===== src/rtl/gf81_pkg.sv =====
// Shared definitions for the 81-bit GF(2^m) Karatsuba front end.
//   W/LIMB/PW   operand, limb and limb-product widths
//   state_t     control FSM encoding
//   P_*         issue index of each of the six limb products
//   mul_req_t   one request (x, y) to the shared limb multiplier
package gf81_pkg;
    localparam int W     = 81;
    localparam int LIMB  = 27;
    localparam int PW    = 2*LIMB - 1;
    localparam int NPROD = 6;

    localparam logic [2:0] CNT_MAX = 3'd6;

    typedef enum logic [1:0] {
        IDLE = 2'd0,
        RUN  = 2'd1,
        DONE = 2'd2
    } state_t;

    localparam logic [2:0] P_A0B0   = 3'd0;
    localparam logic [2:0] P_A1B1   = 3'd1;
    localparam logic [2:0] P_A2B2   = 3'd2;
    localparam logic [2:0] P_A01B01 = 3'd3;
    localparam logic [2:0] P_A02B02 = 3'd4;
    localparam logic [2:0] P_A12B12 = 3'd5;

    typedef struct packed {
        logic [LIMB-1:0] x;
        logic [LIMB-1:0] y;
    } mul_req_t;
endpackage


===== src/rtl/gf81_karatsuba_split_if.sv =====
// Bus bundle for gf81_karatsuba_split.
//   start/a/b            operand accept
//   busy/done            operation status
//   mul_valid/ready/x/y  request channel to the shared 27x27 carry-less multiplier
//   res_valid/res        in-order result channel from that multiplier
//   p0..p5               collected limb products
// slave = the split block, master = its environment.
interface gf81_karatsuba_split_if;
    import gf81_pkg::*;

    logic            start;
    logic [W-1:0]    a;
    logic [W-1:0]    b;
    logic            busy;
    logic            mul_valid;
    logic            mul_ready;
    logic [LIMB-1:0] mul_x;
    logic [LIMB-1:0] mul_y;
    logic            res_valid;
    logic [PW-1:0]   res;
    logic [PW-1:0]   p0, p1, p2, p3, p4, p5;
    logic            done;

    modport slave (
        input  start, a, b, mul_ready, res_valid, res,
        output busy, mul_valid, mul_x, mul_y, p0, p1, p2, p3, p4, p5, done
    );

    modport master (
        output start, a, b, mul_ready, res_valid, res,
        input  busy, mul_valid, mul_x, mul_y, p0, p1, p2, p3, p4, p5, done
    );
endinterface


===== src/rtl/gf81_limb_sel.sv =====
// Limb operand mux: picks the (x, y) limb pair for product index idx from the
// latched operands. Indices 3..5 are the GF(2) pair sums (plain XOR).
//   idx  product index 0..5; anything else yields zeros
//   a, b latched 81-bit operands
//   req  limb pair for the shared multiplier
module gf81_limb_sel
    import gf81_pkg::*;
(
    input  logic [2:0]   idx,
    input  logic [W-1:0] a,
    input  logic [W-1:0] b,
    output mul_req_t     req
);
    logic [LIMB-1:0] a0, a1, a2, b0, b1, b2;

    assign a0 = a[LIMB-1:0];
    assign a1 = a[2*LIMB-1:LIMB];
    assign a2 = a[3*LIMB-1:2*LIMB];
    assign b0 = b[LIMB-1:0];
    assign b1 = b[2*LIMB-1:LIMB];
    assign b2 = b[3*LIMB-1:2*LIMB];

    always_comb begin
        req = '0;
        case (idx)
            P_A0B0:   begin req.x = a0;      req.y = b0;      end
            P_A1B1:   begin req.x = a1;      req.y = b1;      end
            P_A2B2:   begin req.x = a2;      req.y = b2;      end
            P_A01B01: begin req.x = a0 ^ a1; req.y = b0 ^ b1; end
            P_A02B02: begin req.x = a0 ^ a2; req.y = b0 ^ b2; end
            P_A12B12: begin req.x = a1 ^ a2; req.y = b1 ^ b2; end
            default:  req = '0;
        endcase
    end
endmodule


===== src/rtl/gf81_karatsuba_split.sv =====
// Front end of the 81-bit Karatsuba multiplier: latches a/b, issues the six
// 3-way Karatsuba limb products to one shared carry-less multiplier and
// collects the returned products into p0..p5.
//   clk, rst_n  clock, async active-low reset
//   bus         gf81_karatsuba_split_if.slave (operands, status, multiplier
//               request/result channels, p0..p5)
// Issue and return run independently, so a pipelined multiplier with up to
// six requests in flight is kept busy every cycle.
module gf81_karatsuba_split
    import gf81_pkg::*;
(
    input  logic                  clk,
    input  logic                  rst_n,
    gf81_karatsuba_split_if.slave bus
);
    state_t        state_q, state_d;
    logic [2:0]    iss_cnt_q, ret_cnt_q;
    logic [W-1:0]  a_q, b_q;
    logic [PW-1:0] p_q [NPROD];
    logic          accept, mul_valid, issue_hs, capture;
    mul_req_t      sel;

    gf81_limb_sel u_sel (
        .idx (iss_cnt_q),
        .a   (a_q),
        .b   (b_q),
        .req (sel)
    );

    always_comb begin
        state_d   = state_q;
        accept    = 1'b0;
        mul_valid = (state_q == RUN) && (iss_cnt_q < CNT_MAX);
        issue_hs  = mul_valid && bus.mul_ready;
        // A result is only taken for a request already issued; this also caps
        // ret_cnt at 6 and drops stray res_valid before the first issue.
        capture   = (state_q == RUN) && bus.res_valid && (ret_cnt_q < iss_cnt_q);

        case (state_q)
            IDLE: begin
                if (bus.start) begin
                    state_d = RUN;
                    accept  = 1'b1;
                end
            end
            RUN: begin
                if (capture && (ret_cnt_q == CNT_MAX - 3'd1))
                    state_d = DONE;
            end
            DONE: begin
                if (bus.start) begin
                    state_d = RUN;
                    accept  = 1'b1;
                end else begin
                    state_d = IDLE;
                end
            end
            default: state_d = IDLE;
        endcase
    end

    // Outputs: x/y are forced to zero while no request is pending so the
    // request channel is quiet outside RUN.
    assign bus.busy      = (state_q != IDLE);
    assign bus.done      = (state_q == DONE);
    assign bus.mul_valid = mul_valid;
    assign bus.mul_x     = mul_valid ? sel.x : '0;
    assign bus.mul_y     = mul_valid ? sel.y : '0;
    assign bus.p0        = p_q[0];
    assign bus.p1        = p_q[1];
    assign bus.p2        = p_q[2];
    assign bus.p3        = p_q[3];
    assign bus.p4        = p_q[4];
    assign bus.p5        = p_q[5];

    always_ff @(posedge clk or negedge rst_n) begin
        if (!rst_n) begin
            state_q   <= IDLE;
            iss_cnt_q <= '0;
            ret_cnt_q <= '0;
            a_q       <= '0;
            b_q       <= '0;
            for (int i = 0; i < NPROD; i++) p_q[i] <= '0;
        end else begin
            state_q <= state_d;
            if (accept) begin
                a_q       <= bus.a;
                b_q       <= bus.b;
                iss_cnt_q <= '0;
                ret_cnt_q <= '0;
                for (int i = 0; i < NPROD; i++) p_q[i] <= '0;
            end else begin
                if (issue_hs)
                    iss_cnt_q <= iss_cnt_q + 3'd1;
                if (capture) begin
                    ret_cnt_q <= ret_cnt_q + 3'd1;
                    for (int i = 0; i < NPROD; i++)
                        if (ret_cnt_q == 3'(i)) p_q[i] <= bus.res;
                end
            end
        end
    end
endmodule


===== src/flat_wrapper.sv =====
// flat-port wrapper written by rule: the top's interface ports become plain ports
module gf81_karatsuba_split_flat import gf81_pkg::*;
  (clk, rst_n, bus_start, bus_a, bus_b, bus_mul_ready, bus_res_valid, bus_res, bus_busy, bus_mul_valid, bus_mul_x, bus_mul_y, bus_p0, bus_p1, bus_p2, bus_p3, bus_p4, bus_p5, bus_done);
  gf81_karatsuba_split_if bus_i ();
  input  logic clk;
  input  logic rst_n;
  input wire logic [$bits(bus_i.start)-1:0] bus_start;
  input wire logic [$bits(bus_i.a)-1:0] bus_a;
  input wire logic [$bits(bus_i.b)-1:0] bus_b;
  input wire logic [$bits(bus_i.mul_ready)-1:0] bus_mul_ready;
  input wire logic [$bits(bus_i.res_valid)-1:0] bus_res_valid;
  input wire logic [$bits(bus_i.res)-1:0] bus_res;
  output wire logic [$bits(bus_i.busy)-1:0] bus_busy;
  output wire logic [$bits(bus_i.mul_valid)-1:0] bus_mul_valid;
  output wire logic [$bits(bus_i.mul_x)-1:0] bus_mul_x;
  output wire logic [$bits(bus_i.mul_y)-1:0] bus_mul_y;
  output wire logic [$bits(bus_i.p0)-1:0] bus_p0;
  output wire logic [$bits(bus_i.p1)-1:0] bus_p1;
  output wire logic [$bits(bus_i.p2)-1:0] bus_p2;
  output wire logic [$bits(bus_i.p3)-1:0] bus_p3;
  output wire logic [$bits(bus_i.p4)-1:0] bus_p4;
  output wire logic [$bits(bus_i.p5)-1:0] bus_p5;
  output wire logic [$bits(bus_i.done)-1:0] bus_done;
  assign bus_i.start = bus_start;
  assign bus_i.a = bus_a;
  assign bus_i.b = bus_b;
  assign bus_i.mul_ready = bus_mul_ready;
  assign bus_i.res_valid = bus_res_valid;
  assign bus_i.res = bus_res;
  assign bus_busy = bus_i.busy;
  assign bus_mul_valid = bus_i.mul_valid;
  assign bus_mul_x = bus_i.mul_x;
  assign bus_mul_y = bus_i.mul_y;
  assign bus_p0 = bus_i.p0;
  assign bus_p1 = bus_i.p1;
  assign bus_p2 = bus_i.p2;
  assign bus_p3 = bus_i.p3;
  assign bus_p4 = bus_i.p4;
  assign bus_p5 = bus_i.p5;
  assign bus_done = bus_i.done;
  gf81_karatsuba_split u_core (.clk(clk), .rst_n(rst_n), .bus(bus_i));
endmodule

===== config.mk =====
export PLATFORM = sky130hd
export DESIGN_NAME = gf81_karatsuba_split_flat
export DESIGN_NICKNAME = d
export VERILOG_FILES = /design/src/rtl/gf81_pkg.sv /design/src/rtl/gf81_karatsuba_split_if.sv /design/src/rtl/gf81_limb_sel.sv /design/src/rtl/gf81_karatsuba_split.sv /design/src/flat_wrapper.sv
export SDC_FILE = /design/constraint.sdc
export NUM_CORES = 1
export LEC_CHECK = 0
export CORE_AREA = 2 2 229 231
export CTS_CLUSTER_SIZE = 40
export DETAILED_ROUTE_END_ITERATION = 10
export DIE_AREA = 0 0 231 233
export GPL_TIMING_DRIVEN = 0
export PLACE_DENSITY_LB_ADDON = 0.3
export SLEW_MARGIN = 10
export SYNTH_ARGS = -nofsm -noshare
export SYNTH_HDL_FRONTEND = slang
export SYNTH_SLANG_ARGS = --single-unit
export TNS_END_PERCENT = 20

===== constraint.sdc =====
create_clock -name clk -period 3.1 [get_ports clk]
set_input_delay 0.465 -clock clk [delete_from_list [all_inputs] [get_ports clk]]
set_output_delay 0.465 -clock clk [all_outputs]
set_load 0.1 [all_outputs]

==> Word-level counts from Yosys, hierarchy flattened <==
Index checks and enable logic that the tools add are counted.
{ "word_totals": {"ff_bits": 488, "in_bits": 220} }
{ "op_classes": {"add_sub_neg": 2, "order_cmp": 2, "eq_ne": 14, "mux": 21, "bitwise_logic": 6, "n_reduce_logical": 25} }
{ "op_table": {"columns": ["op", "n"], "rows": [
  ["two-way mux 318 bit", 2],
  ["case mux 54 bit (6 select lines)", 1],
  ["two-way mux 53 bit", 6],
  ["bitwise XOR 27 bit", 6],
  ["two-way mux 27 bit", 2],
  ["nonzero test 2 bit", 9],
  ["AND reduction 2 bit", 7],
  ["equality test 3 x 2 -> 1 bit (second input constant)", 4],
  ["equality test 3 bit (second input constant)", 4],
  ["two-way mux 3 bit", 4],
  ["adder 3 x 1 -> 3 bit (second input constant)", 2],
  ["equality test 3 x 1 -> 1 bit (second input constant)", 2],
  ["zero test 3 bit", 2],
  ["case mux 2 bit (3 select lines)", 1],
  ["logical AND 1 bit", 5],
  ["two-way mux 2 bit", 2],
  ["inequality test 2 bit (second input constant)", 2],
  ["< comparator 3 bit", 1],
  ["< comparator 3 bit (second input constant)", 1],
  ["two-way mux 1 bit", 3],
  ["equality test 2 x 1 -> 1 bit (second input constant)", 1],
  ["equality test 2 bit (second input constant)", 1],
  ["zero test 2 bit", 1],
  ["OR reduction 2 bit", 1]
]} }

==> Depth between registers and ports, before layout <==
Gate-level depths: netlist (run 1).
{ "depth": {"ltp_word": 6, "depth_mapped": 13, "ltp_nobuf": 6} }

==> Cells and area by module <==
A second synthesis (run 1) with hierarchy kept.
{ "hier_totals": {"cells_unflattened": 2666, "area_unflattened_um2": 23757.8} }
{ "by_module_without_submodules": {"columns": ["mod", "n_inst", "cells_per_inst", "area_each_um2", "seq_area_each_um2"], "rows": [
  ["gf81_karatsuba_split", 1, 2184, 20045.5, 12211.7],
  ["gf81_limb_sel", 1, 482, 3712.3, 0.0]
]} }

==> Least setup slack after synthesis (run 1) <==
No wires, ideal clock.
{ "synth_path": {"path_kind": "register to output", "from": "register u_core.state_q[1]", "to": "output bus_mul_x[0]", "t_arrival_ps": 4115, "required_time_ps": 2635, "slack_ps": -1480, "stages_incl_launch_ff": 6, "cell_sequence": "dfrtp_1 -> nand2b_1 -> a21oi_1 -> o31ai_2 -> clkbuf_1 -> nor2_1"} }
{ "synth_via": {"elab_chain_cells": 3} }
{ "synth_rtl": {"columns": ["item", "line_no", "source"], "rows": [
  ["start, declared", "gf81_karatsuba_split.sv:16", "state_t state_q, state_d;"],
  ["start signal, assigned", "gf81_karatsuba_split.sv:85", "state_q <= state_d;"],
  ["equality test 2 x 1 -> 1 bit", "gf81_karatsuba_split.sv:33", "mul_valid = (state_q == RUN) && (iss_cnt_q < CNT_MAX);"],
  ["logical AND 1 bit", "gf81_karatsuba_split.sv:33", null],
  ["net bus_mul_valid", "flat_wrapper.sv:14", "output wire logic [$bits(bus_i.mul_valid)-1:0] bus_mul_valid;"],
  ["two-way mux 27 bit", "gf81_karatsuba_split.sv:67", "assign bus.mul_x = mul_valid ? sel.x : '0;"],
  ["end, declared", "flat_wrapper.sv:15", "output wire logic [$bits(bus_i.mul_x)-1:0] bus_mul_x;"]
]} }
The timed path passes the listed nets, and every way through them passes these cells.

==> Final worst setup path (run 1) <==
{ "layout_path": {"from": "register u_core.iss_cnt_q[0]", "to": "output bus_mul_y[23]"} }
{ "layout_via": {"elab_chain_cells": 3, "elab_cells_between_ends": 10, "classes_between": "order compare (1); eq/ne (5); mux (2); reduce/logical (2)"} }
{ "layout_rtl": {"columns": ["item", "line_no", "source"], "rows": [
  ["start, declared", "gf81_karatsuba_split.sv:17", "logic [2:0] iss_cnt_q, ret_cnt_q;"],
  ["start signal, assigned", "gf81_karatsuba_split.sv:94", "iss_cnt_q <= iss_cnt_q + 3'd1;"],
  ["equality test 3 bit, or another cell as far along", "gf81_limb_sel.sv:25", "case (idx)"],
  ["case mux 54 bit (6 select lines) / logical AND 1 bit (equally long branches)", "gf81_limb_sel.sv:25, gf81_karatsuba_split.sv:33", null],
  ["two-way mux 27 bit *", "gf81_karatsuba_split.sv:68", "assign bus.mul_y = mul_valid ? sel.y : '0;"],
  ["end, declared", "flat_wrapper.sv:16", "output wire logic [$bits(bus_i.mul_y)-1:0] bus_mul_y;"]
]} }
Mark *: on every way between the ends. The rest lies on a longest branch, timed or not.

==> impl_results.md, run 1 <==
* Synth top area cells: dfrtp_1 (55%), nand2_1 (12%), nand3_1 (5.5%), o21ai_0 (5.3%), mux2i_1 (2.5%)
* First-pass GRT wire length at 139000 um
* Fin. Hold Viols at 0
* Syn nets at 2666
* Yosys warns at 0
* Max-Cap Viols at 0
* Via count at 22165
* Most used cell, CP: buf_12
* RSZ-0062 raised after global routing: yes
* Drt via density at 5.79
* Max Transition Viols Final at 0
* Initial antenna violation count at 5
* H-tree Lvls at 2
* Failing checks: setup timing
* Reg clk slew, reported paths at 0.07 ns
* CTS Buf Count at 53
* Largest stage delay on the critical path at 0.46 ns
* I/O Buffers at 594
* R2R cell count at 13
* Worst Path Buf+Inv at 3
* Vias in the first global route at 22007
* Startpoint Class: flop
* Slew HR at 0.166
* I/O Pins at 595
* Stages on worst setup path at 8
* Initial Util at 0.435
* Die outline width at 231 um
* First drt pass iteration count at 8
* Asr flop ratio synth at 1.00
* Detailed Route Iter0 Violations at 2000
* Cell taking the most area after synthesis: dfrtp_1
* CTS root buf: clkbuf_16
* DP Wirelength at 67900 um
* Remaining DRCs at 0
* DIE AREA at 0.0538 mm2
* Crit Path Class: reg2out
* All-Layer GR Usage at 0.341
* Core region area at 0.0511 mm2
* WL/cell at 24.5 um
* Pin slew with the least headroom to its limit at 1.25 ns
* Setup slack on the worst flop-to-flop path at 0.12 ns
* Die H at 233 um
* Setup crit end kind: primary output
* Hold Slack at 0.327 ns
* Global route overflow at 0
* Layout area overhead at 46.0%
* Synth top area share at 0.550
* Routed Antenna Nets at 0
* FMAX at 0.317 GHz
* Worst Slack Setup Final at -0.0588 ns
* GP Congestion at 0.938
* Status: finished with violations
* Final Critical Period at 3.16 ns
* Final #Nets at 3335
* Cell Chain, Critical Path: ha_4 -> nor2b_4 -> buf_12 -> clkbuf_16 -> a221o_1 -> a221oi_4 -> nor2_4 -> buf_12
* HP Class: in2async
* Mapped Cells at 2435
* Fillers at 4174
* Worst EP required at 2.63 ns
* # clock sinks at 488
* Seq/Total Area, Yosys at 0.550
* CP Data Arrival Time at 2.69 ns
* Tcrit/Tclk final at 1.02
* # rows at 83
* Post-Route WL at 93900 um
* Yosys reg bits at 488
* Post-synth EDFFs at 0
* Clk_lat worst skew at 0.64 ns
* Main synth FF type: dfrtp_1
* Crit Path Max Fanout at 7
* CTS tree: yes
* Skew final at 0.0217 ns
* Setup crit end: bus_mul_y[23]
* Clk buf depth at 3
* Post-synthesis cell type count at 35
* RR Endpoint: u_core.bus.p5[41]$_DFFE_PN0P_
* Synthesized cell area at 0.0222 mm2
* Setup-failing EPs final at 13
* Largest net degree at the start of global routing at 110
* Syn_area_per_cell at 9.12 um2
* Dpl ws at -1.45 ns
* Slowest cell on crit path: dfrtp_2
* Ratio of cells with drive above 1 in the final layout at 0.127
* Crit path max-delay family: compound AO/OA/AOI/OAI gates
* Worst setup path start: u_core.iss_cnt_q[0]$_DFFE_PN0P_
* Worst R2R Start: u_core.iss_cnt_q[2]$_DFFE_PN0P_
[placed cells by master (no fill, tap or decap), drive strengths merged]
master         synthesis  final
or2                    1      1
clkdlybuf4s50          0    538
a221oi                54     54
and4bb                 1      1
a211o                  1      1
clkinv                 0     11
mux2i                 55     55
nor2                 113    113
dlygate4sd3            0      1
nand3                245    245
nor2b                  6      6
clkbuf               126    209
nor3b                  1      1
a22oi                 54     54
o221ai                54     54
o21ai                244    244
buf                   77    148
dfrtp                488    488
xnor2                 56     56
o31ai                  2      3
a221o                 54     54
o211ai                 4      4
a211oi                 1      1
o21a                   1      1
a21oi                 24     24
nand2b                 3      3
ha                    11     11
nand2                715    715
o211a                  2      2
diode                  0      3
dlygate4sd2            0      1
inv                   39     42
and2                   3      3
bufinv                 0      1
[worst min-delay path by stage]
stage	to	start	slack, ns
after floorplan	u_core.a_q[0]$_DFFE_PN0P_	rst_n	0.17
after global placement	u_core.bus.p1[34]$_DFFE_PN0P_	u_core.bus.p1[34]$_DFFE_PN0P_	0.48
after detailed placement	u_core.b_q[7]$_DFFE_PN0P_	rst_n	0.38
after CTS	u_core.b_q[7]$_DFFE_PN0P_	rst_n	0.33
after global routing	u_core.b_q[7]$_DFFE_PN0P_	rst_n	0.35
final	u_core.b_q[7]$_DFFE_PN0P_	rst_n	0.33
[cell type report]
class                      count  area, um2  share of cell area
sequential                   488      12200               0.377
multi-input combinational   1706       9690               0.299
timing repair buffer         615       6570               0.203
clock buffer                  81       1570              0.0485
buffer                       201       1240              0.0382
tap                          680        851              0.0262
inverter                      39        149             0.00459
clock inverter                15        141             0.00436
antenna                        3       7.51            0.000231
[metrics by stage]
stage                util  TNS [ns]  instance area (um2)  std cells
CTS                 0.627    -0.238                32000       3822
floorplan               -     -1.80                22400       2435
global placement    0.571  -9842.54                29200       3709
global route        0.635     -2.16                32400       3827
detailed placement  0.573   -201.44                29300       3714
finish              0.635    -0.350                32400       3828
[cell families (layout without fill, tap and decap cells)]
group,Yosys count,in the layout,synth area share
AND/OR/NAND/NOR,1088,1088,0.200
AO/OA/AOI/OAI,495,496,0.151
flip-flops,488,488,0.550
buffers and inverters,242,951,0.0461
XOR/XNOR,56,56,0.0221
multiplexers,55,55,0.0248
adder cells (fa/ha/maj),11,11,0.00620
other,0,3,0
[worst register-to-register path, stage by stage, from the launching register on]
cell,delay [ns]
dfrtp_1,0.32
buf_4,0.19
buf_4,0.23
buf_6,0.19
buf_4,0.20
inv_1,0.06
ha_1,0.18
and4bb_1,0.31
clkbuf_4,0.25
o21a_4,0.21
and2_1,0.15
buf_6,0.20
buf_2,0.24
o21ai_0,0.13
[per-layer routing]
layer / wire length (um) / vias to the layer above / global-route usage
met1: 35000 / 11051 / 0.412
met4: 4430 / 6 / 0.148
li1: - / 9712 / -
met3: 9260 / 251 / 0.0983
met5: 38 / - / 0
met2: 45200 / 1145 / 0.567
[synthesized netlist by cell type (2+ instances only)]
master,count
nand2_1,715
dfrtp_1,488
nand3_1,245
o21ai_0,236
clkbuf_1,126
nor2_1,113
xnor2_1,56
mux2i_1,55
a221o_1,54
a221oi_1,54
a22oi_1,54
o221ai_1,54
buf_2,50
inv_1,39
a21oi_1,24
buf_1,19
ha_1,11
o21ai_1,7
buf_6,6
nor2b_1,6
and2_1,3
nand2b_1,3
o211ai_2,3
buf_4,2
o211a_1,2
[flip-flops by register name (all words and copies together) (netlist names)]
name	count
u_core.a_q	81
u_core.b_q	81
u_core.bus.p0	53
u_core.bus.p1	53
u_core.bus.p2	53
u_core.bus.p3	53
u_core.bus.p4	53
u_core.bus.p5	53
u_core.iss_cnt_q	3
u_core.ret_cnt_q	3
u_core.state_q	2
[timing repair]
item | in CTS | in global routing
buffers inserted | 8 | 3
cloned | 5 | 0
resized for setup | 584 | 105
setup endpoints to repair | 378 | 247
endpoints found under the hold margin | 35 | 0
hold buffers | 1 | 0
pin swaps | 40 | 52
Power of run 1 is not shown: default switching activity piles up to over one toggle a cycle in this logic, so the estimate is an artifact.
==> run 2: changes to the inputs <==
--- a/config.mk
+++ b/config.mk
@@ -9,7 +9,7 @@
 export CTS_CLUSTER_SIZE = 40
 export DETAILED_ROUTE_END_ITERATION = 10
 export DIE_AREA = 0 0 231 233
-export GPL_TIMING_DRIVEN = 0
+export HOLD_SLACK_MARGIN = 0.06
 export PLACE_DENSITY_LB_ADDON = 0.3
 export SLEW_MARGIN = 10
 export SYNTH_ARGS = -nofsm -noshare
==> run 2 against run 1 <==
Net effect: the run now ends clean; maximum frequency up 3.3%; utilization down 2.3 points; count of clock-buffer cells in the layout down 2; final cell count down 4.0%; clock skew up 0.0010 ns; sequential share of layout area up 1.4 points; critical path type unchanged; critical endpoint is now bus_mul_x[26].
==> impl_results.md, run 2 (synthesis results as in run 1) <==
* CTS tree: yes
* Clk buf depth at 3
* Crit Path Max Fanout at 29
* Via count at 21255
* Routed Antenna Nets at 0
* Slew HR at 0.600
* Max Transition Viols Final at 0
* Setup-failing EPs final at 0
* First drt pass iteration count at 6
* Final Critical Period at 3.06 ns
* # rows at 83
* Status: finished, final reports clean
* Core region area at 0.0511 mm2
* CP Data Arrival Time at 2.59 ns
* Commonest non-fill, non-tap cell in the layout: nand2_1
* Final design utilization at 0.612
* GR Util met1 at 0.376
* Design area at 0.0312 mm2
* Skew final at 0.0228 ns
* Post-DP Area at 0.0289 mm2
* R2R cell count at 6
* WL/cell at 22.5 um
* CTS Buf Count at 53
* Largest net degree at the start of global routing at 107
* Crit Path Class: reg2out
* I/O Pins at 595
* Die H at 233 um
* GP Congestion at 0.877
* Die outline width at 231 um
* All-Layer GR Usage at 0.298
* H-tree Lvls at 2
* Vias in the first global route at 21041
* Met3 capacity usage during global routing at 0.0819
* GR peak layer: met2
* Top Registers: u_core.a_q: 81 flops, u_core.b_q: 81 flops
* HP Class: in2async
* Grt met2 use at 0.481
* I/O Buffers at 594
* FMAX at 0.327 GHz
* Pin slew with the least headroom to its limit at 0.601 ns
* Max-Cap Viols at 0
* Worst EP required at 2.63 ns
* Fin. Hold Viols at 0
* Ratio of cells with drive above 1 in the final layout at 0.220
* Initial antenna violation count at 4
* First-pass GRT wire length at 125000 um
* Startpoint Class: flop
* Drt via density at 5.79
* Final #Nets at 3180
* CTS root buf: clkbuf_16
* Detailed Route Iter0 Violations at 1787
* DP Wirelength at 54000 um
* Reg clk slew, reported paths at 0.06 ns
* Tcrit/Tclk final at 0.986
* Clk_lat worst skew at 0.61 ns
* Initial Util at 0.435
* # clock sinks at 488
* Global route overflow at 0
* Commonest non-fill, non-tap cells in the layout: nand2_1 (714), dfrtp_1 (486), buf_4 (356)
* Remaining DRCs at 0
* RSZ-0062 raised after global routing: yes
* Post-Route WL at 82800 um
* Layout area overhead at 40.7%
* Setup crit end kind: primary output
* DIE AREA at 0.0538 mm2
[run 2: cell count changes in the layout (fill, tap and decap cells not counted), sizes merged]
| cell | delta |
|---|---|
| buf | +293 |
| bufinv | +6 |
| clkdlybuf4s50 | -320 |
| clkbuf | -128 |
| clkinv | -6 |
| o31ai | -1 |
| clkinvlp | +3 |
| dlygate4sd2 | -1 |
[run 2: layout make-up]
cell class	instances	area, um2
inverters	39	146
well taps	680	851
repair buffers	662	6590
diodes	3	7.51
flip-flops and latches	488	12200
multi-input cells	1705	9540
fillers	4243	19800
clock inverters	18	313
clock buffers	79	1590
[run 2: per-layer routing]
| layer | wire length [um] | share of wire | vias up |
|---|---|---|---|
| li1 | - | - | 9417 |
| met1 | 31600 | 0.38 | 10476 |
| met2 | 39000 | 0.47 | 1135 |
| met3 | 8260 | 0.10 | 225 |
| met4 | 3890 | 0.047 | 2 |
| met5 | 13 | 0.00016 | - |
[run 2: critical path: stages, from the launching register on]
cell and delay (ns):
dfrtp_2 0.42, inv_1 0.11, ha_2 0.24, buf_6 0.31, o31ai_4 0.15, clkbuf_16 0.26
nor2_2 0.28, buf_12 0.21
[run 2: final timing paths]
path / slack, ns / from / endpoint
max in group asynchronous: 1.72 / rst_n / u_core.bus.p1[43]$_DFFE_PN0P_
max: 0.04 / u_core.iss_cnt_q[1]$_DFFE_PN0P_ / bus_mul_x[26]
min: 0.40 / rst_n / u_core.b_q[11]$_DFFE_PN0P_
min in group clk: 0.40 / bus_a[72] / u_core.a_q[72]$_DFFE_PN0P_
max reg2reg: 0.74 / u_core.ret_cnt_q[1]$_DFFE_PN0P_ / u_core.bus.p5[28]$_DFFE_PN0P_
min reg2reg: 0.51 / u_core.bus.p1[0]$_DFFE_PN0P_ / u_core.bus.p1[0]$_DFFE_PN0P_
[run 2: what timing repair did]
action	in CTS	in global routing
pin swaps	1	5
setup endpoints to repair	54	54
hold buffers	1	0
endpoints found under the hold margin	48	0
setup buffers	3	0
gates cloned	1	3
gates resized for setup	46	22
[run 2: per-stage QoR]
step           setup slack, ns  hold WS (ns)  TNS (ns)  std cells
2_1_floorplan          -0.0360         0.169     -1.80       2435
3_3_place_gp             0.327         0.455         0       3566
3_5_place_dp             0.237         0.456         0       3566
4_1_cts                -0.0105         0.370    -0.128       3668
5_1_grt                -0.0391         0.387    -0.531       3674
6_report                0.0423         0.399         0       3674
Power of run 2 is left out for the same reason.
==> run 3: changes to the inputs <==
--- a/config.mk
+++ b/config.mk
@@ -5,10 +5,10 @@
 export SDC_FILE = /design/constraint.sdc
 export NUM_CORES = 1
 export LEC_CHECK = 0
-export CORE_AREA = 2 2 229 231
+export CORE_AREA = 3 3 230 232
 export CTS_CLUSTER_SIZE = 40
 export DETAILED_ROUTE_END_ITERATION = 10
-export DIE_AREA = 0 0 231 233
+export DIE_AREA = 0 0 233 235
 export HOLD_SLACK_MARGIN = 0.06
 export PLACE_DENSITY_LB_ADDON = 0.3
 export SLEW_MARGIN = 10
==> run 3 against run 2 <==
Net effect: register-to-register slack is essentially flat; final cell count grew 0.19%; highest routed layer is now met4; cell area is essentially flat; critical path type unchanged; wire length grew 0.13%; count of clock-buffer cells in the layout shrank 3; first-iteration DRC count grew 10%; largest cell class unchanged; setup slack gained 0.010 ns.
==> impl_results.md, run 3 (synthesis results as in run 1) <==
* Largest net degree at the start of global routing at 107
* Die H at 235 um
* Design area at 0.0312 mm2
* CTS root buf: clkbuf_16
* Max Transition Viols Final at 0
* I/O Buffers at 594
* Hold Slack at 0.405 ns
* Die outline width at 233 um
* GP Congestion at 0.896
* CP Data Arrival Time at 2.58 ns
* Commonest non-fill, non-tap cell in the layout: nand2_1
* CTS tree: yes
* Initial Util at 0.434
* Hold path start: bus_a[43]
* Cells after DPL at 3574
* Final Critical Period at 3.05 ns
* Ratio of cells with drive above 1 in the final layout at 0.223
* Worst setup path start: u_core.iss_cnt_q[0]$_DFFE_PN0P_
* Global route overflow at 0
* Clk buf depth at 3
* Fillers at 4281
* Initial antenna violation count at 3
* # clock sinks at 488
* Non-filler cells, final at 3681
* GR Util met1 at 0.362
* Crit Path Max Fanout at 27
* # rows at 83
* Setup slack on the worst flop-to-flop path at 0.74 ns
* H-tree Lvls at 2
* Layout area overhead at 40.6%
* Clk_lat worst skew at 0.59 ns
* Startpoint Class: flop
* Via count at 21054
* WL/cell at 22.5 um
* Post-Route WL at 82900 um
* Slew HR at 0.428
* RSZ-0062 raised after global routing: yes
* Pin slew with the least headroom to its limit at 0.858 ns
* CTS Buf Count at 51
* RR Endpoint: u_core.bus.p4[14]$_DFFE_PN0P_
* Worst R2R Start: u_core.iss_cnt_q[1]$_DFFE_PN0P_
* Most used cell, CP: buf_12
* Crit path max-delay family: compound AO/OA/AOI/OAI gates
* HP Class: in2reg
* Max-Cap Viols at 0
* DIE AREA at 0.0548 mm2
* All-Layer GR Usage at 0.290
* Skew final at 0.0149 ns
* Setup-failing EPs final at 0
* Remaining DRCs at 0
* Slowest cell on crit path: dfrtp_2
* Drt via density at 5.72
* Largest stage delay on the critical path at 0.46 ns
* First drt pass iteration count at 8
* Routed Antenna Nets at 0
* Tcrit/Tclk final at 0.983
* Reg clk slew, reported paths at 0.06 ns
* Post-DP Area at 0.0290 mm2
* Cell Chain, Critical Path: ha_4 -> nor2b_4 -> buf_12 -> a221o_1 -> a221oi_2 -> nor2_2 -> buf_12
* Grt met2 use at 0.478
* Final #Nets at 3190
* Detailed Route Iter0 Violations at 1966
* Worst EP required at 2.63 ns
* FMAX at 0.328 GHz
* Top Registers: u_core.a_q: 81 flops, u_core.b_q: 81 flops
* Fin. Hold Viols at 0
* Vias in the first global route at 21182
* GR peak layer: met2
* Core region area at 0.0512 mm2
* Final design utilization at 0.610
* Setup crit end kind: primary output
* R2R cell count at 7
* Crit Path Class: reg2out
* Worst Path Buf+Inv at 2
* Commonest non-fill, non-tap cells in the layout: nand2_1 (714), dfrtp_1 (485), buf_4 (362)
* I/O Pins at 595
* Status: finished, final reports clean
* Met3 capacity usage during global routing at 0.0809
* Setup crit end: bus_mul_y[21]
* DP Wirelength at 54900 um
* Stages on worst setup path at 7
* First-pass GRT wire length at 125000 um
-- run 3: cell count changes in the layout (fill, tap and decap cells not counted), sizes merged --
| cell | delta |
|---|---|
| buf | +11 |
| clkinv | +7 |
| bufinv | -5 |
| clkbuf | -3 |
| inv | -2 |
| bufbuf | +1 |
| clkinvlp | -1 |
| diode | -1 |
-- run 3: worst min path at each step --
stage          cells past startpoint                       endpoint
3_5_place_dp                       2  u_core.bus.p1[30]$_DFFE_PN0P_
5_1_grt                            3     u_core.a_q[19]$_DFFE_PN0P_
3_3_place_gp                       2  u_core.bus.p1[30]$_DFFE_PN0P_
4_1_cts                            3     u_core.a_q[46]$_DFFE_PN0P_
6_report                           3     u_core.a_q[43]$_DFFE_PN0P_
2_1_floorplan                      0      u_core.a_q[0]$_DFFE_PN0P_
-- run 3: what timing repair did --
item,in CTS,in global routing
resized for setup,42,30
setup buffers,1,4
setup endpoints to repair,54,54
pin swaps,4,12
hold buffers,1,0
endpoints found under the hold margin,79,0
gates cloned,3,3
-- run 3: worst register-to-register path, cell delays in order, from the launching register on --
cell and delay [ns]:
dfrtp_2 0.45, inv_4 0.09, ha_1 0.24, o21ai_2 0.47
o21a_4 0.23, nand3_4 0.27, buf_12 0.30, mux2i_1 0.23
-- run 3: per-stage QoR --
| stage | TNS, ns | setup WS [ns] |
|---|---|---|
| after floorplan | -1.80 | -0.0360 |
| after global placement | 0 | 0.287 |
| after detailed placement | 0 | 0.245 |
| after CTS | -0.194 | -0.0243 |
| after global routing | -0.308 | -0.0372 |
| final | 0 | 0.0523 |
-- run 3: metal layers --
layer  wire length (um)  vias to the layer above
met5                  0                        -
met1              30800                    10300
met2              39800                     1127
met4               3790                        0
li1                   -                     9401
met3               8500                      226
-- run 3: layout make-up --
cell class                      instances  area (um2)  area share
Clock inverter                         17         159     0.00509
Clock buffer                           76        1510      0.0484
Antenna cell                            2        5.00    0.000160
Inverter                               39         149     0.00477
Sequential cell                       488       12200       0.391
Timing Repair Buffer                  674        6760       0.216
Multi-Input combinational cell       1705        9580       0.307
Tap cell                              680         851      0.0272
Power of run 3 is left out for the same reason.
